[src/rtl/rtc_bus_write_sequencer.sv]
// Runs one RTC write on the muxed AD bus: address phase, CS-high gap, data phase.
// 28 busy cycles at default timing; wr_req is ignored, never queued, while busy.
module rtc_bus_write_sequencer #(
    parameter int DW      = 8,
    parameter int T_SETUP = 1,
    parameter int T_WR    = 6,
    parameter int T_HOLD  = 1,
    parameter int T_GAP   = 10
) (
    input  logic          clk,
    input  logic          rst,
    input  logic          wr_req,
    input  logic [DW-1:0] wr_addr,
    input  logic [DW-1:0] wr_data,
    output logic          busy,
    output logic          wr_done,
    output logic          cs,
    output logic          rd,
    output logic          wr,
    output logic          a_d,
    output logic [DW-1:0] ad_out,
    output logic          ad_oe
);

    localparam int MAX_A = (T_SETUP > T_WR) ? T_SETUP : T_WR;
    localparam int MAX_B = (T_HOLD > T_GAP) ? T_HOLD : T_GAP;
    localparam int MAXP  = (MAX_A > MAX_B) ? MAX_A : MAX_B;
    localparam int TW    = $clog2(MAXP + 1);

    typedef enum logic [3:0] {
        IDLE, A_PRE, A_CS, A_WR, A_HOLD, GAP, D_CS, D_WR, D_HOLD, DONE
    } state_t;

    state_t          state;
    state_t          state_nxt;
    logic [TW-1:0]   timer;
    logic            advance;
    logic            accept;
    logic [DW-1:0]   addr_q;
    logic [DW-1:0]   data_q;
    logic [DW-1:0]   addr_src;

    logic            busy_nxt;
    logic            done_nxt;
    logic            cs_nxt;
    logic            wr_nxt;
    logic            a_d_nxt;
    logic            oe_nxt;
    logic [DW-1:0]   ad_nxt;

    // Timer reload value: state duration minus one, so the last cycle sees zero.
    function automatic logic [TW-1:0] dur_m1(input state_t s);
        case (s)
            A_CS, D_CS:     dur_m1 = TW'(T_SETUP - 1);
            A_WR, D_WR:     dur_m1 = TW'(T_WR - 1);
            A_HOLD, D_HOLD: dur_m1 = TW'(T_HOLD - 1);
            GAP:            dur_m1 = TW'(T_GAP - 1);
            default:        dur_m1 = '0;
        endcase
    endfunction

    assign accept = (state == IDLE) && wr_req;
    // The address is not yet latched on the accept edge, so A_PRE takes it from the input.
    assign addr_src = accept ? wr_addr : addr_q;
    assign rd = 1'b1;

    always_ff @(posedge clk) begin
        if (rst) begin
            state   <= IDLE;
            timer   <= '0;
            addr_q  <= '0;
            data_q  <= '0;
            busy    <= 1'b0;
            wr_done <= 1'b0;
            cs      <= 1'b1;
            wr      <= 1'b1;
            a_d     <= 1'b1;
            ad_oe   <= 1'b0;
            ad_out  <= '0;
        end else begin
            state <= state_nxt;
            if (advance) begin
                timer <= dur_m1(state_nxt);
            end else if (timer != '0) begin
                timer <= timer - TW'(1);
            end
            if (accept) begin
                addr_q <= wr_addr;
                data_q <= wr_data;
            end
            busy    <= busy_nxt;
            wr_done <= done_nxt;
            cs      <= cs_nxt;
            wr      <= wr_nxt;
            a_d     <= a_d_nxt;
            ad_oe   <= oe_nxt;
            ad_out  <= ad_nxt;
        end
    end

    always_comb begin
        state_nxt = state;
        advance   = 1'b0;
        if (state == IDLE) begin
            if (wr_req) begin
                state_nxt = A_PRE;
                advance   = 1'b1;
            end
        end else if (timer == '0) begin
            advance = 1'b1;
            case (state)
                A_PRE:   state_nxt = A_CS;
                A_CS:    state_nxt = A_WR;
                A_WR:    state_nxt = A_HOLD;
                A_HOLD:  state_nxt = GAP;
                GAP:     state_nxt = D_CS;
                D_CS:    state_nxt = D_WR;
                D_WR:    state_nxt = D_HOLD;
                D_HOLD:  state_nxt = DONE;
                default: state_nxt = IDLE;
            endcase
        end
    end

    // Outputs are decoded from the next state and registered, so they line up with the state.
    always_comb begin
        busy_nxt = (state_nxt != IDLE);
        done_nxt = 1'b0;
        cs_nxt   = 1'b1;
        wr_nxt   = 1'b1;
        a_d_nxt  = 1'b1;
        oe_nxt   = 1'b0;
        ad_nxt   = '0;
        case (state_nxt)
            A_PRE: begin
                a_d_nxt = 1'b0;
                ad_nxt  = addr_src;
            end
            A_CS, A_HOLD: begin
                cs_nxt  = 1'b0;
                a_d_nxt = 1'b0;
                oe_nxt  = 1'b1;
                ad_nxt  = addr_src;
            end
            A_WR: begin
                cs_nxt  = 1'b0;
                wr_nxt  = 1'b0;
                a_d_nxt = 1'b0;
                oe_nxt  = 1'b1;
                ad_nxt  = addr_src;
            end
            D_CS, D_HOLD: begin
                cs_nxt = 1'b0;
                oe_nxt = 1'b1;
                ad_nxt = data_q;
            end
            D_WR: begin
                cs_nxt = 1'b0;
                wr_nxt = 1'b0;
                oe_nxt = 1'b1;
                ad_nxt = data_q;
            end
            DONE:    done_nxt = 1'b1;
            default: ;
        endcase
    end

endmodule

[config.mk]
export PLATFORM = sky130hd
export DESIGN_NAME = rtc_bus_write_sequencer
export DESIGN_NICKNAME = d
export VERILOG_FILES = /design/src/rtl/rtc_bus_write_sequencer.sv
export SDC_FILE = /design/constraint.sdc
export NUM_CORES = 1
export LEC_CHECK = 0
export BUFFER_PORTS_ARGS = -buffer_cell sky130_fd_sc_hd__buf_2
export CORE_AREA = 2 2 72 74
export DETAILED_ROUTE_END_ITERATION = 7
export DIE_AREA = 0 0 74 76
export PLACE_DENSITY = 0.61
export SLEW_MARGIN = 20
export SYNTH_ARGS = -nofsm -noshare
export SYNTH_HDL_FRONTEND = slang
export SYNTH_SLANG_ARGS = --single-unit
[constraint.sdc]
create_clock -name clk -period 2.4 [get_ports clk]
set_input_delay 0.24 -clock clk [delete_from_list [all_inputs] [get_ports clk]]
set_output_delay 0.24 -clock clk [all_outputs]
set_load 0.01 [all_outputs]
# Word level (Yosys, flattened, before mapping)
# Memories as Yosys holds them, arrays and structs flattened. A register that Yosys moved wholly into a read port is not among the register bits.
# Cells that the tools add are included.
totals:
  wordCells: 49
  input_bits: 19
  reg_bits: 38
  memories: 1
  out_inout_bits: 15
  romBits: 64
op_classes:
  reduce_logical: 10
  eq_ne: 9
  mux: 17
  addsub: 1
mem_list:
  columns: ["memory", "words", "width", "read_ports", "rd_ports_with_merged_regs", "write_ports", "line", "source"]
  rows:
  - ["(no name shown)", 16, 4, 1, 1, 0, "111", "case (state)"]
ops:
  columns: ["op", "n"]
  rows:
  - ["$mux 4", 6]
  - ["$eq 4x3->1 const B", 4]
  - ["$pmux 8 s2", 1]
  - ["$eq 4x2->1 const B", 2]
  - ["$eq 4x4->1 const B", 2]
  - ["$logic_not 4->1", 2]
  - ["$mux 1", 8]
  - ["$mux 8", 1]
  - ["$pmux 4 s2", 1]
  - ["$reduce_bool 4->1", 2]
  - ["$reduce_or 6->1", 1]
  - ["$eq 4x1->1 const B", 1]
  - ["$reduce_or 4->1", 1]
  - ["$sub 4x1->4 const B", 1]
  - ["$reduce_or 3->1", 1]
  - ["$reduce_bool 2->1", 1]
  - ["$reduce_or 2->1", 1]
  - ["$logic_and 1x1->1", 1]

# Longest topological paths before layout
# Gate-level depths: netlist of the first run.
logic_depth:
  ltp_word: 7
  depth_mapped: 11
  ltp_nobuf: 11

# Worst setup path before layout of the first run
# Ideal clock, no wire load.
synth_timing:
  path_kind: "reg2reg"
  start: "register timer[0]"
  end: "register (tool-made name)"
  arrival_time_ps: 2135
  setup_slack_ps: 195
  required_ps: 2330
  path_stages_with_launch: 10
  setup_ps: 70
  synth_period_minus_slack_ps: 2205
  path_buffers: 1
  cell_sequence: "dfxtp_1 -> inv_1 -> ha_1 -> nor3b_2 -> buf_6 -> mux2i_1 -> nor3_1 -> ha_1 -> or3_1 -> a21oi_1"
synth_rtl:
  columns: ["item", "line", "source"]
  rows:
  - ["start, declared", "36", "logic [TW-1:0] timer;"]
  - ["start signal, assigned", "83", "timer <= dur_m1(state_nxt);"]
  - ["start signal, assigned", "85", "timer <= timer - TW'(1);"]

# Worst setup path after layout of the first run
layout_timing:
  start: "register timer[0]"
  end: "register ad_out[4]"
layout_between:
  elab_chain_cells: 6
  elab_cells_between_ends: 13
  cone_classes: "eq/ne: 7; mux: 3; reduce/logical: 3"
layout_rtl:
  columns: ["item", "line", "source"]
  rows:
  - ["$logic_not 4->1 (*)", "109", "end else if (timer == '0) begin"]
  - ["$mux 4 (*)", "109", null]
  - ["$mux 4 (*)", "104", "if (state == IDLE) begin"]
  - ["$eq 4x2->1 (tied with other cells)", "134", "case (state_nxt)"]
  - ["$reduce_or 4->1 (no line) / $reduce_or 3->1 (equally long branches)", null, null]
  - ["$pmux 8 s2 (*)", "134", null]
  - ["end signal, assigned", "97", "ad_out <= ad_nxt;"]
  - ["end, declared", "21", "output logic [DW-1:0] ad_out,"]
# Mark *: on every way between the ends. The rest lies on a longest branch, timed or not.
# A chain may end at the register's enable or synchronous reset.

==> flow_summary_export.csv, run 1 <==
group,metric,value,unit
run_status,run_status,"complete, no violations",
routing,drt_pass1_iterations,4,
logic_synthesis,muxShareOfSynthArea,5.92,%
logic_synthesis,yosys.area_share.simple,19.9,%
cells_and_area,multi_input_area,927,µm²
power,power.density,1020,nW/µm²
cts,cts_tree,"yes",
logic_synthesis,ys_seq_elements,42,
sta,skew,4.72,ps
sta,finalWorstSetupSlack,169,ps
critical_path,cp_data_arrival_time,2430,ps
cells_and_area,sequential_cell_area,841,µm²
power,power.combinational.fraction,37.3,%
grt,via_count_of_the_first_global_routing_pass,1517,
cells_and_area,area_growth_syn_to_fin,20.2,%
die,overall_die_area,5620,µm²
logic_synthesis,synth_enable_flop_cells,0,
grt,maximum_number_of_pins_on_one_net_before_global_route_repair,28,
critical_path,worst_ep_required_time,2600,ps
logic_synthesis,sequential_element_share_of_the_synthesized_area,45.2,%
power,p_sw,796,µW
logic_synthesis,synth_cell_type_count,45,
cells_and_area,final_common_cell,"dfxtp_1",
cts,post_cts_buffers,0,
logic_synthesis,synth_compound_gate_area_share,15.9,%
routing,drt.antenna.violating_nets,0,
sta,report.final.setup_viol,0,
routing,route.vias.total,1557,
grt,track_usage,15.1,%
place,routabilityCongestion,0.846,
cts,clkSlewWorstSetupHoldPaths,80,ps
routing,routed-wl-met3,217,µm
cts,insertion_delay_of_the_later_clocked_pin_in_the_worst_skew_pair,300,ps
routing,highest_layer,"met4",
grt,antenna_found_initial,0,
cts,tritoncts.num_buffers,5,
grt,grt.overflow.total,0,
cts,clockRootBuffer,"clkbuf_8",
power,power.ir.vdd_worst,0.372,mV
place,place_worst_setup_slack,178,ps
cells_and_area,fin_cells,312,
cts,number_of_levels_the_h_tree_was_split_into,2,
logic_synthesis,synth_top_family_by_area,"simple AND/OR/NAND/NOR gates",
die,io_pins,34,
logic_synthesis,synth-main-ff-cell,"dfxtp_1",
routing,met2_wirelength,1800,µm
cells_and_area,stdcell_area,2230,µm²
flow_run,maxCapViolCount,0,
critical_path,crit_path_start,"timer[0]",
cells_and_area,drive_above_1_share,24.0,%
cts,tritoncts_sinks,42,
critical_path,worst-setup-path-type,"reg -> reg",
worst_hold_path,hp-start,"wr_data[6]",
power,share_clk_of_total_power,24.1,%
die,die_h,76,µm
logic_synthesis,synth_xor_area_share,2.42,%
die,core-area,4910,µm²
die,floorplan.initialDensity,37.9,%
place,place_inst,304,
sta,fin_crit,2230,ps
logic_synthesis,postSynthCellCount,207,
place,placement.cell_area,2100,µm²
worst_hold_path,hp-class,"in -> reg",
routing,avgRoutedWirePerCell,12.6,µm
logic_synthesis,ys_warn_count,0,
cells_and_area,final_net_count,266,
logic_synthesis,syn_area,1860,µm²
routing,route.final.wire_length,3940,µm
logic_synthesis,synth-adder-area-share,4.04,%
place,dp.final_hpwl,2820,µm
sta,finalHoldViolations,0,
power,power.share.switching,34.8,%
critical_path,r2r_start,"timer[0]",
die,floorplan.rows,26,
power,power.internal,1490,µW
cts,cts-root-to-sink-buffers,2,
cells_and_area,layout_common_cells,"42 x dfxtp_1, 32 x buf_2, 25 x nand2_1",
grt,wire_length_of_the_first_global_routing_pass,6640,µm
power,seq_power_share,38.6,%
logic_synthesis,postSynthAreaPerCell,8.98,µm²
routing,drt_first_iter_violations,61,
routing,route.detailed.vias_per_inst,4.99,
sta,slew_violations,0,
routing,drc,0,
die,die_x,74,µm
critical_path,worst_setup_path_end_kind,"flop",
critical_path,critPathMaxFanout,9,
power,power_leakage,0.000917,µW
logic_synthesis,synth_nets,232,
cells_and_area,fillers,462,
routing,routedLengthMet1,1880,µm
cells_and_area,n_antenna_cell,0,
logic_synthesis,fraction_of_registers_with_async_set_reset,0,%
sta,fmax,448,MHz
sta,min_period_over_period,93.0,%
place,count_of_input_and_output_buffers,32,
critical_path,startpoint_type,"flop",
sta,fin_tns_setup,0,ps
[layer usage]
metal	GRT usage (%)	vias to the layer above
met5	0	-
met2	22.0	55
met1	20.5	715
li1	-	782
met3	4.89	5
met4	6.36	0
[path summary, 6_finish.rpt]
path	to	slack, ps	cells past startpoint
max reg2reg	ad_out[4]	170	8
max	ad_out[4]	170	8
min	data_q[6]	170	3
min reg2reg	ad_out[1]	460	2
[sequential cells by signal, summed over array words and instances, names as in the netlist, named ones only]
register,flops
data_q,8
state,4
cs,1
addr_q,8
ad_out,8
busy,1
a_d,1
ad_oe,1
wr,1
wr_done,1
timer,4
[per-stage QoR]
step | util [%] | hold slack (ps) | total power, µW
after floorplan | - | 376 | 1520
after global placement | 42.8 | 441 | 1700
after detailed placement | 42.8 | 447 | 1710
after CTS | 45.1 | 171 | 2260
after global routing | 45.5 | 182 | 2430
final | 45.5 | 175 | 2280
[synth_stat cells, drive strengths merged, types with 3 or more instances]
master	instances	area share, %
inv	15	3.0
nor3	6	1.6
xor2	3	2.4
clkbuf	5	1.0
a211oi	4	1.6
o21ai	4	1.1
a21oi	18	4.8
o32ai	8	3.8
mux2i	11	5.9
nand2	26	5.4
buf	7	2.3
dfxtp	42	45
nor2	19	3.8
nand3	3	1.1
ha	6	4.0
or2	3	1.1
[area by class of cell]
class / instances / area share (%)
Multi-Input combinational cell: 138 / 41.5
Sequential cell: 42 / 37.6
Timing Repair Buffer: 39 / 9.52
Tap cell: 70 / 3.92
Clock buffer: 6 / 3.25
Inverter: 15 / 2.52
Clock inverter: 2 / 1.68
[cell families after synthesis]
kind of cell             Yosys count
AND/OR/NAND/NOR                   74
AO/OA/AOI/OAI                     43
flip-flops                        42
buffers and inverters             27
multiplexers                      11
adder cells (fa/ha/maj)            6
XOR/XNOR                           3
other                              1
[worst max-delay path, stage by stage, from the launching register on]
cell and delay, ps:
dfxtp_1 330, inv_1 100, ha_1 220, nor3b_4 280, buf_4 200, mux2i_1 260
or2_1 200, nand2b_1 220, o32ai_1 320
[power groups by stage]
stage	clock [µW]	sequential (µW)	combinational [µW]
after global routing	593	893	947
after detailed placement	0	886	821
final	551	881	853
after floorplan	0	887	637
after global placement	0	886	819
after CTS	565	871	824
[what timing repair did]
action,4_1_cts,5_1_grt
resized for setup,0,4
hold buffers,0,0
setup endpoints to repair,0,7
Note: power is estimated with default switching activity, not from simulation.
==> run 2: changes to the inputs <==
--- a/config.mk
+++ b/config.mk
@@ -9,7 +9,7 @@
 export CORE_AREA = 2 2 72 74
 export DETAILED_ROUTE_END_ITERATION = 7
 export DIE_AREA = 0 0 74 76
-export PLACE_DENSITY = 0.61
+export PLACE_DENSITY = 0.63
 export SLEW_MARGIN = 20
 export SYNTH_ARGS = -nofsm -noshare
 export SYNTH_HDL_FRONTEND = slang
==> constraint.sdc (replaced) <==
create_clock -name clk -period 1.88 [get_ports clk]
set_input_delay 0.188 -clock clk [delete_from_list [all_inputs] [get_ports clk]]
set_output_delay 0.188 -clock clk [all_outputs]
set_load 0.01 [all_outputs]
==> flow_summary_export.csv, run 2 (synthesized netlist as in run 1, its figures left out) <==
group,metric,value,unit
run_status,run_status,"complete, but fails checks",
run_status,failed_checks,"setup timing",
power,power.ir.vdd_worst,0.529,mV
critical_path,worst_setup_path_end_kind,"flop",
cts,tritoncts_sinks,42,
cells_and_area,layout_top_registers,"ad_out (8), addr_q (8), data_q (8)",
cells_and_area,area_growth_syn_to_fin,41.7,%
cts,cts_tree,"yes",
critical_path,worst-setup-path-type,"reg -> reg",
cts,tritoncts.num_buffers,5,
cells_and_area,final_common_cell,"dfxtp_1",
grt,via_count_of_the_first_global_routing_pass,1509,
cells_and_area,fillers,441,
cells_and_area,final_net_count,297,
critical_path,slowest_stage,"dfxtp_2",
power,power.density,1300,nW/µm²
cts,number_of_levels_the_h_tree_was_split_into,2,
cts,clockRootBuffer,"clkbuf_8",
sta,skew,9.63,ps
sta,setup_repair_after_global_routing_missed_its_margin,"yes",
cells_and_area,n_antenna_cell,0,
grt,track_usage,16.1,%
sta,report.final.setup_viol,12,
sta,slew_violations,0,
grt,grt.overflow.total,0,
grt,antenna_found_initial,0,
cts,clkSlewWorstSetupHoldPaths,80,ps
sta,finalWorstSetupSlack,-94.9,ps
power,power_leakage,0.00109,µW
grt,maximum_number_of_pins_on_one_net_before_global_route_repair,34,
routing,drc,0,
critical_path,critical_path.cell_chain,"inv_2, ha_4, nor3b_4, mux2i_4, buf_6, o211ai_4, xor2_4, o32ai_2",
die,floorplan.rows,26,
die,die_h,76,µm
die,core-area,4910,µm²
die,floorplan.initialDensity,37.9,%
critical_path,critPathTopFamily,"compound AO/OA/AOI/OAI gates",
cells_and_area,stdcell_area,2630,µm²
routing,route.vias.total,1664,
place,place_worst_setup_slack,-146,ps
cts,insertion_delay_of_the_later_clocked_pin_in_the_worst_skew_pair,300,ps
critical_path,critPathMaxFanout,5,
routing,drt_first_iter_violations,38,
routing,avgRoutedWirePerCell,13.6,µm
sta,fin_crit,1970,ps
routing,drt_pass1_iterations,4,
place,dp.final_hpwl,3120,µm
place,routabilityCongestion,0.863,
sta,fmax,506,MHz
critical_path,worst_ep_required_time,2080,ps
critical_path,cp_num_buf_inv,2,
cells_and_area,drive_above_1_share,42.5,%
die,die_x,74,µm
place,count_of_input_and_output_buffers,32,
sta,finalHoldViolations,0,
routing,route.detailed.vias_per_inst,4.85,
grt,wire_length_of_the_first_global_routing_pass,7030,µm
sta,min_period_over_period,105,%
place,placement.cell_area,2350,µm²
cts,cts-root-to-sink-buffers,2,
routing,drt.antenna.violating_nets,0,
critical_path,critical-path-max-stage-delay,330,ps
critical_path,startpoint_type,"flop",
worst_hold_path,hp-class,"in -> reg",
flow_run,maxCapViolCount,0,
sta,hold_ws,122,ps
critical_path,cp_data_arrival_time,2180,ps
cells_and_area,layout_common_cells,"39 x dfxtp_1, 33 x buf_4, 32 x buf_2",
die,overall_die_area,5620,µm²
routing,route.final.wire_length,4680,µm
cts,holdBufCountCts,0,
die,io_pins,34,
-- run 2: changes by cell type in the layout (fill, tap and decap cells not counted), moves of 4 or more --
cell / change
o32ai_2: +5
buf_6: +4
buf_4: +26
o32ai_1: -5
-- run 2: cell type report --
type	count	area [µm²]	area share, %
Multi-Input combinational cell	139	1110	42.0
Sequential cell	42	845	32.1
Timing Repair Buffer	69	453	17.2
Tap cell	70	87.6	3.33
Clock buffer	6	72.6	2.76
Inverter	15	56.3	2.14
Clock inverter	2	13.8	0.523
-- run 2: routing by layer --
layer | global-route usage [%] | wire (µm)
met1 | 20.9 | 2100
met2 | 26.6 | 2300
met3 | 3.70 | 215
met4 | 4.36 | 59
met5 | 0 | 0
-- run 2: power breakdown --
| group | switching (µW) | total [µW] | internal, µW |
|---|---|---|---|
| registers | 99.1 | 1130 | 1030 |
| clock network | 309 | 571 | 262 |
| logic | 846 | 1740 | 890 |
| total | 1250 | 3440 | 2180 |
-- run 2: path summary, 6_finish.rpt --
kind	from	end	slack [ps]	depth (start not counted)
min reg2reg	data_q[1]	ad_out[1]	460	2
max reg2reg	timer[1]	ad_out[0]	-90	8
min	wr_data[3]	data_q[3]	120	3
max	timer[1]	ad_out[0]	-90	8
-- run 2: through the flow --
stage	std cells	util [%]	TNS, ps	total power (µW)
after detailed placement	327	47.9	-1140	2530
after CTS	342	51.4	-583	3290
after floorplan	207	-	-98.7	2100
after global routing	343	53.6	-1800	3650
after global placement	327	47.9	-755	2520
final	343	53.6	-768	3440
-- run 2: worst reg2reg max path, stage by stage, from the launching register on --
cell	delay, ps
dfxtp_2	330
inv_2	70
ha_4	140
nor3b_4	270
mux2i_4	310
buf_6	140
o211ai_4	130
xor2_4	240
o32ai_2	260
-- run 2: what timing repair did --
action,CTS,global route
cloned,0,1
pin swaps,4,3
gates resized for setup,9,18
setup buffers,7,1
setup endpoints to repair,13,17
